File: src/rtl/level_progress_sequencer_pkg.sv
// level_progress_sequencer_pkg: shared state encoding and lane period defaults
package level_progress_sequencer_pkg;

    typedef enum logic [2:0] {
        IDLE      = 3'd0,
        PLAYING   = 3'd1,
        LEVEL_UP  = 3'd2,
        DYING     = 3'd3,
        GAME_OVER = 3'd4,
        WIN       = 3'd5
    } state_t;

    localparam int DEF_BASE_PERIOD = 200;
    localparam int DEF_PERIOD_STEP = 10;
    localparam int DEF_MIN_PERIOD  = 40;

endpackage

File: src/rtl/level_progress_sequencer_banner_timer.sv
// level_banner_timer: loadable down-counter timing the LEVEL_UP and DYING banners
module level_banner_timer #(
    parameter int TIMER_WIDTH   = 26,
    parameter int BANNER_CYCLES = 50000000
) (
    input  logic SC_LEVELPROGRESSCOUNTER_CLOCK_50,
    input  logic SC_LEVELPROGRESSCOUNTER_RESET_InHigh,
    input  logic load_i,
    input  logic dec_i,
    output logic zero_o
);

    logic [TIMER_WIDTH-1:0] count_q;

    // load the full banner length, otherwise count down to zero and stop
    always_ff @(posedge SC_LEVELPROGRESSCOUNTER_CLOCK_50 or posedge SC_LEVELPROGRESSCOUNTER_RESET_InHigh)
        if (SC_LEVELPROGRESSCOUNTER_RESET_InHigh)
            count_q <= '0;
        else if (load_i)
            count_q <= TIMER_WIDTH'(BANNER_CYCLES - 1);
        else if (dec_i && count_q != '0)
            count_q <= count_q - TIMER_WIDTH'(1);

    assign zero_o = (count_q == '0);

endmodule

File: src/rtl/level_progress_sequencer.sv
// level_progress_sequencer: turns game events into level-counter strobes, tracks lives/level and lane speed
module level_progress_sequencer
    import level_progress_sequencer_pkg::*;
#(
    parameter int LEVEL_WIDTH   = 5,
    parameter int MAX_LEVEL     = 16,
    parameter int LIVES_WIDTH   = 2,
    parameter int LIVES_INIT    = 3,
    parameter int BANNER_CYCLES = 50000000,
    parameter int TIMER_WIDTH   = 26,
    parameter int PERIOD_WIDTH  = 8,
    parameter int BASE_PERIOD   = DEF_BASE_PERIOD,
    parameter int PERIOD_STEP   = DEF_PERIOD_STEP,
    parameter int MIN_PERIOD    = DEF_MIN_PERIOD
) (
    input  logic                    SC_LEVELPROGRESSCOUNTER_CLOCK_50,
    input  logic                    SC_LEVELPROGRESSCOUNTER_RESET_InHigh,
    input  logic                    start_in,
    input  logic                    goal_in,
    input  logic                    hit_in,
    output logic                    count_n_out,
    output logic                    clear_out,
    output logic                    enable_out,
    output logic                    freeze_out,
    output logic [2:0]              state_out,
    output logic [LEVEL_WIDTH-1:0]  level_out,
    output logic [LIVES_WIDTH-1:0]  lives_out,
    output logic [PERIOD_WIDTH-1:0] lane_period_out
);

    localparam int WW = PERIOD_WIDTH + LEVEL_WIDTH;

    state_t                  state_q, state_d;
    logic [LEVEL_WIDTH-1:0]  level_q, level_d;
    logic [LIVES_WIDTH-1:0]  lives_q, lives_d;
    logic [PERIOD_WIDTH-1:0] period_q, period_d;
    logic                    count_n_q, count_n_d;
    logic                    clear_q, clear_d;
    logic                    enable_q, freeze_q;
    logic                    load, tmr_zero;
    logic [WW-1:0]           prod_w;

    level_banner_timer #(
        .TIMER_WIDTH  (TIMER_WIDTH),
        .BANNER_CYCLES(BANNER_CYCLES)
    ) u_timer (
        .SC_LEVELPROGRESSCOUNTER_CLOCK_50    (SC_LEVELPROGRESSCOUNTER_CLOCK_50),
        .SC_LEVELPROGRESSCOUNTER_RESET_InHigh(SC_LEVELPROGRESSCOUNTER_RESET_InHigh),
        .load_i                              (load),
        .dec_i                               (state_q == LEVEL_UP || state_q == DYING),
        .zero_o                              (tmr_zero)
    );

    // next state, counters and strobes; hit takes priority over goal
    always_comb begin
        state_d   = state_q;
        level_d   = level_q;
        lives_d   = lives_q;
        count_n_d = 1'b1;
        clear_d   = 1'b0;
        load      = 1'b0;
        case (state_q)
            IDLE, GAME_OVER, WIN:
                if (start_in) begin
                    state_d = PLAYING;
                    level_d = '0;
                    lives_d = LIVES_WIDTH'(LIVES_INIT);
                    clear_d = 1'b1;
                end
            PLAYING:
                if (hit_in) begin
                    lives_d = lives_q - LIVES_WIDTH'(1);
                    state_d = (lives_q == LIVES_WIDTH'(1)) ? GAME_OVER : DYING;
                    load    = (lives_q != LIVES_WIDTH'(1));
                end else if (goal_in) begin
                    count_n_d = 1'b0;
                    if (level_q == LEVEL_WIDTH'(MAX_LEVEL - 1))
                        state_d = WIN;
                    else begin
                        level_d = level_q + LEVEL_WIDTH'(1);
                        state_d = LEVEL_UP;
                        load    = 1'b1;
                    end
                end
            LEVEL_UP, DYING:
                state_d = tmr_zero ? PLAYING : state_q;
            default:
                state_d = IDLE;
        endcase
    end

    assign prod_w   = WW'(level_q) * WW'(PERIOD_STEP);
    assign period_d = (prod_w + WW'(MIN_PERIOD) >= WW'(BASE_PERIOD)) ? PERIOD_WIDTH'(MIN_PERIOD)
                                                                     : PERIOD_WIDTH'(WW'(BASE_PERIOD) - prod_w);

    // register state and every output so nothing reaches the counter combinationally
    always_ff @(posedge SC_LEVELPROGRESSCOUNTER_CLOCK_50 or posedge SC_LEVELPROGRESSCOUNTER_RESET_InHigh)
        if (SC_LEVELPROGRESSCOUNTER_RESET_InHigh) begin
            state_q   <= IDLE;
            level_q   <= '0;
            lives_q   <= LIVES_WIDTH'(LIVES_INIT);
            count_n_q <= 1'b1;
            clear_q   <= 1'b0;
            enable_q  <= 1'b0;
            freeze_q  <= 1'b1;
            period_q  <= PERIOD_WIDTH'(BASE_PERIOD);
        end else begin
            state_q   <= state_d;
            level_q   <= level_d;
            lives_q   <= lives_d;
            count_n_q <= count_n_d;
            clear_q   <= clear_d;
            enable_q  <= (state_d != IDLE);
            freeze_q  <= (state_d != PLAYING);
            period_q  <= period_d;
        end

    assign count_n_out     = count_n_q;
    assign clear_out       = clear_q;
    assign enable_out      = enable_q;
    assign freeze_out      = freeze_q;
    assign state_out       = state_q;
    assign level_out       = level_q;
    assign lives_out       = lives_q;
    assign lane_period_out = period_q;

endmodule

File: config.mk
export PLATFORM = sky130hd
export DESIGN_NAME = level_progress_sequencer
export DESIGN_NICKNAME = d
export VERILOG_FILES = /design/src/rtl/level_progress_sequencer_pkg.sv /design/src/rtl/level_progress_sequencer_banner_timer.sv /design/src/rtl/level_progress_sequencer.sv
export SDC_FILE = /design/constraint.sdc
export NUM_CORES = 1
export LEC_CHECK = 0
export CAP_MARGIN = 0
export CORE_UTILIZATION = 57
export CTS_CLUSTER_SIZE = 40
export DETAILED_ROUTE_END_ITERATION = 8
export PLACE_DENSITY = 0.8
export SLEW_MARGIN = 5
export SYNTH_ARGS = -nofsm -noshare
export SYNTH_HDL_FRONTEND = slang
export SYNTH_SLANG_ARGS = --single-unit
export TNS_END_PERCENT = 1
File: constraint.sdc
create_clock -name SC_LEVELPROGRESSCOUNTER_CLOCK_50 -period 3.46 [get_ports SC_LEVELPROGRESSCOUNTER_CLOCK_50]
set_clock_uncertainty 0.2 [all_clocks]
set_input_delay 0.519 -clock SC_LEVELPROGRESSCOUNTER_CLOCK_50 [delete_from_list [all_inputs] [get_ports SC_LEVELPROGRESSCOUNTER_CLOCK_50]]
set_output_delay 0.519 -clock SC_LEVELPROGRESSCOUNTER_CLOCK_50 [all_outputs]
set_load 0.03 [all_outputs]
==> results.md <==
* Outcome: finished clean
* Yosys warns at 0
* Nets@finish at 327
* First-pass GRT wire length at 9050 um
* Row Count at 24
* FMAX at 0.308 GHz
* Mapped Area at 2750 um2
* Hold Violations, Final at 0
* Routed WL at 5200 um
* Non-Filler Instances at 358
* Area of the die at 5110 um2
* Ys flop type: dfrtp_1
* Max cap viols at 0
* Setup violators final at 0
* Clk sink count at 47
* Gr busiest metal: met2
* Async S/R FF share, synth at 1.00
* Yosys reg bits at 47
* Worst slew pin tran at 934 ps
* Worst-Skew Late Latency at 300 ps
* DR WL/cell at 14.5 um
* Fraction of final layout cells sized beyond drive strength 1 at 0.131
* Pwr/cell area at 634 nW/um2
* Worst Hold Class: flip-flop to flip-flop
* Final Cycle Share at 0.938
* Gpl congestion at 0.926
* Setup Fix Bufs, Post-CTS at 0
* Via count at 2093
* Critical Path End Type: flip-flop
* CP Data Arrival Time at 3240 ps
* Detail Route Antenna Nets at 0
* Number of buffer and inverter stages on the critical path at 1
* Delay of the slowest critical-path stage at 460 ps
* Initial Util at 0.611
* RSZ-0062 raised after global routing: no
* DIE WIDTH at 71.5 um
* WHS Path Cells at 1
* CTS tree: built
* Grt ovf at 0
* Worst reg2reg path depth at 9
* ANT cells at 0
* R2r endpoint: lane_period_out[1]
* DR vias/cell at 5.85
* Top delay family on crit path: adder cells
* Hold WS at 306 ps
* Io pins at 27
* Cells along the critical path: ha_1 > ha_1 > inv_1 > fa_1 > xnor2_1 > o311ai_0 > a311o_1 > o211a_1 > and2_1
* Mapped Nets at 299
* Number of synthesized flops with an enable pin at 0
* Vias in the first global route at 1990
* Sum Neg Setup Slack at 0 ps
* PostCTS Resize Cnt at 0
* Tmin final at 3250 ps
* CTS Buf Count at 5
* CP required at 3450 ps
* Startpoint Class: flip-flop
* Post-Syn Area per Cell at 9.93 um2
* Die Y at 71.5 um
* Final Max Slew Viols at 0
* Drc violations at 0
* GR Layer Usage met2 at 0.352
* Post-Syn Instances at 277
* R2R Setup Slk at 210 ps
* Crit Path Class: flip-flop to flip-flop
* All-Layer GR Usage at 0.227
* Worst hold start: u_timer.count_q[11]
* First DRT Iteration DRCs at 142
* P&R area growth vs syn at 14.3%
* Cells after DPL at 350
* Core Area at 4500 um2
* CTS Root Cell: clkbuf_8
* DP Wirelength at 3750 um
* Hold path endpoint: u_timer.count_q[11]
* Clock-pin slew on the worst setup and hold paths at 90 ps
* Initial antenna violation count at 0
* Reg2reg start: level_out[1]
* Crit path top cell by count: ha_1
* Max_slew headroom at 0.376
* PortBufs at 25
* Peak supply drop at 0.000570 V
* H-tree Lvls at 2
* GRT met1 Usage at 0.317
* Met3 GRT Util at 0.0506
* P_leak at 1.26 nW
* CP max stage cell: dfrtp_1
* Sequential fraction of the synthesis area at 0.431
* CP Max Fanout at 6
* Largest net degree at the start of global routing at 48
* First drt pass iteration count at 4
* Post-cts hold buffer count at 0
* Yosys cell types at 63
* Maximum clock path buffer count at 2
-- area by class of cell --
| cell class | count | area, um2 |
|---|---|---|
| tap | 52 | 65.1 |
| multi-input combinational | 207 | 1460 |
| fill | 333 | 1360 |
| clock buffer | 7 | 96.3 |
| timing repair buffer | 28 | 273 |
| inverter | 16 | 60.1 |
| clock inverter | 1 | 7.51 |
| sequential | 47 | 1180 |
-- layer usage --
layer / wire [um] / part of all wire
met1: 2530 / 0.49
met2: 2380 / 0.46
met3: 215 / 0.041
met4: 87 / 0.017
met5: 0 / 0
-- cells in the mapped netlist, drive strengths merged, types with 7 or more instances --
master | number | share of area
dfstp | 7 | 0.067
dfrtp | 40 | 0.36
ha | 16 | 0.073
o21ai | 10 | 0.020
nor3 | 8 | 0.016
xnor2 | 15 | 0.048
a21oi | 12 | 0.022
nand2 | 25 | 0.034
inv | 16 | 0.022
nand3 | 10 | 0.020
nor2 | 24 | 0.034
mux2i | 8 | 0.029
-- worst max-delay path by stage --
stage	slack [ps]	startpoint	cells past startpoint	to
after global routing	40	level_out[1]	9	lane_period_out[2]
after CTS	220	level_out[1]	9	lane_period_out[1]
after floorplan	390	level_out[1]	9	lane_period_out[1]
after detailed placement	230	level_out[1]	9	lane_period_out[1]
after global placement	420	level_out[1]	9	lane_period_out[1]
final	210	level_out[1]	9	lane_period_out[1]
-- per-stage QoR --
| stage | util | setup slack (ps) | total power, W | cell area, um2 |
|---|---|---|---|---|
| 2_1_floorplan | - | 389 | 0.00136 | 2750 |
| 3_3_place_gp | 0.675 | 415 | 0.00161 | 3040 |
| 3_5_place_dp | 0.675 | 231 | 0.00164 | 3040 |
| 4_1_cts | 0.698 | 224 | 0.00200 | 3140 |
| 5_1_grt | 0.698 | 41.2 | 0.00212 | 3140 |
| 6_report | 0.698 | 213 | 0.00199 | 3140 |
-- cell families after synthesis --
kind of cell / Yosys count / share of synthesized area
buffers and inverters: 23 / 0.0391
and+or+nand+nor: 121 / 0.259
adders and majority gates: 17 / 0.0801
other: 1 / 0.00136
AOI/OAI and AO/OA: 43 / 0.106
muxes: 8 / 0.0291
xor gates and xnor gates: 17 / 0.0541
DFF: 47 / 0.431
-- worst register-to-register path: stages, from the launching register on --
cell and delay, ps:
dfrtp_1 460, ha_1 340, ha_1 190, inv_1 70
fa_1 400, xnor2_1 450, o311ai_0 200, a311o_1 410
o211a_1 280, and2_1 170
-- placed cells by master, fill, tap and decap left out, types with 3 or more instances in the layout --
cell / synthesis / layout
nand4_1: 3 / 3
dfrtp_1: 40 / 40
ha_1: 16 / 16
nand3_1: 9 / 9
nand2b_1: 4 / 4
nor2_1: 23 / 23
or4_1: 4 / 4
nor3_1: 7 / 7
a211oi_1: 4 / 4
inv_1: 16 / 15
mux2i_1: 8 / 8
dfstp_2: 7 / 7
and3_1: 4 / 4
a31oi_1: 3 / 3
clkdlybuf4s50_1: 0 / 25
or3_1: 3 / 3
nor2b_1: 5 / 5
nand2_1: 25 / 25
xnor2_1: 15 / 15
clkbuf_8: 0 / 7
nor3b_1: 4 / 4
and2_1: 5 / 5
buf_4: 1 / 3
a21oi_1: 12 / 12
o21ai_0: 8 / 8
-- flip-flops by register name, indices dropped and copies added, names as in the netlist --
signal	count
u_timer.count_q	26
lane_period_out	7
level_out	5
state_out	3
lives_out	2
clear_out	1
count_n_out	1
enable_out	1
freeze_out	1
-- where the power goes --
group / internal [W] / switching, W
Clock: 0.000182 / 0.000179
Sequential: 0.000676 / 0.000106
Combinational: 0.000351 / 0.000499
Total: 0.00121 / 0.000784
No activity file was read; power rests on OpenSTA's default activity.
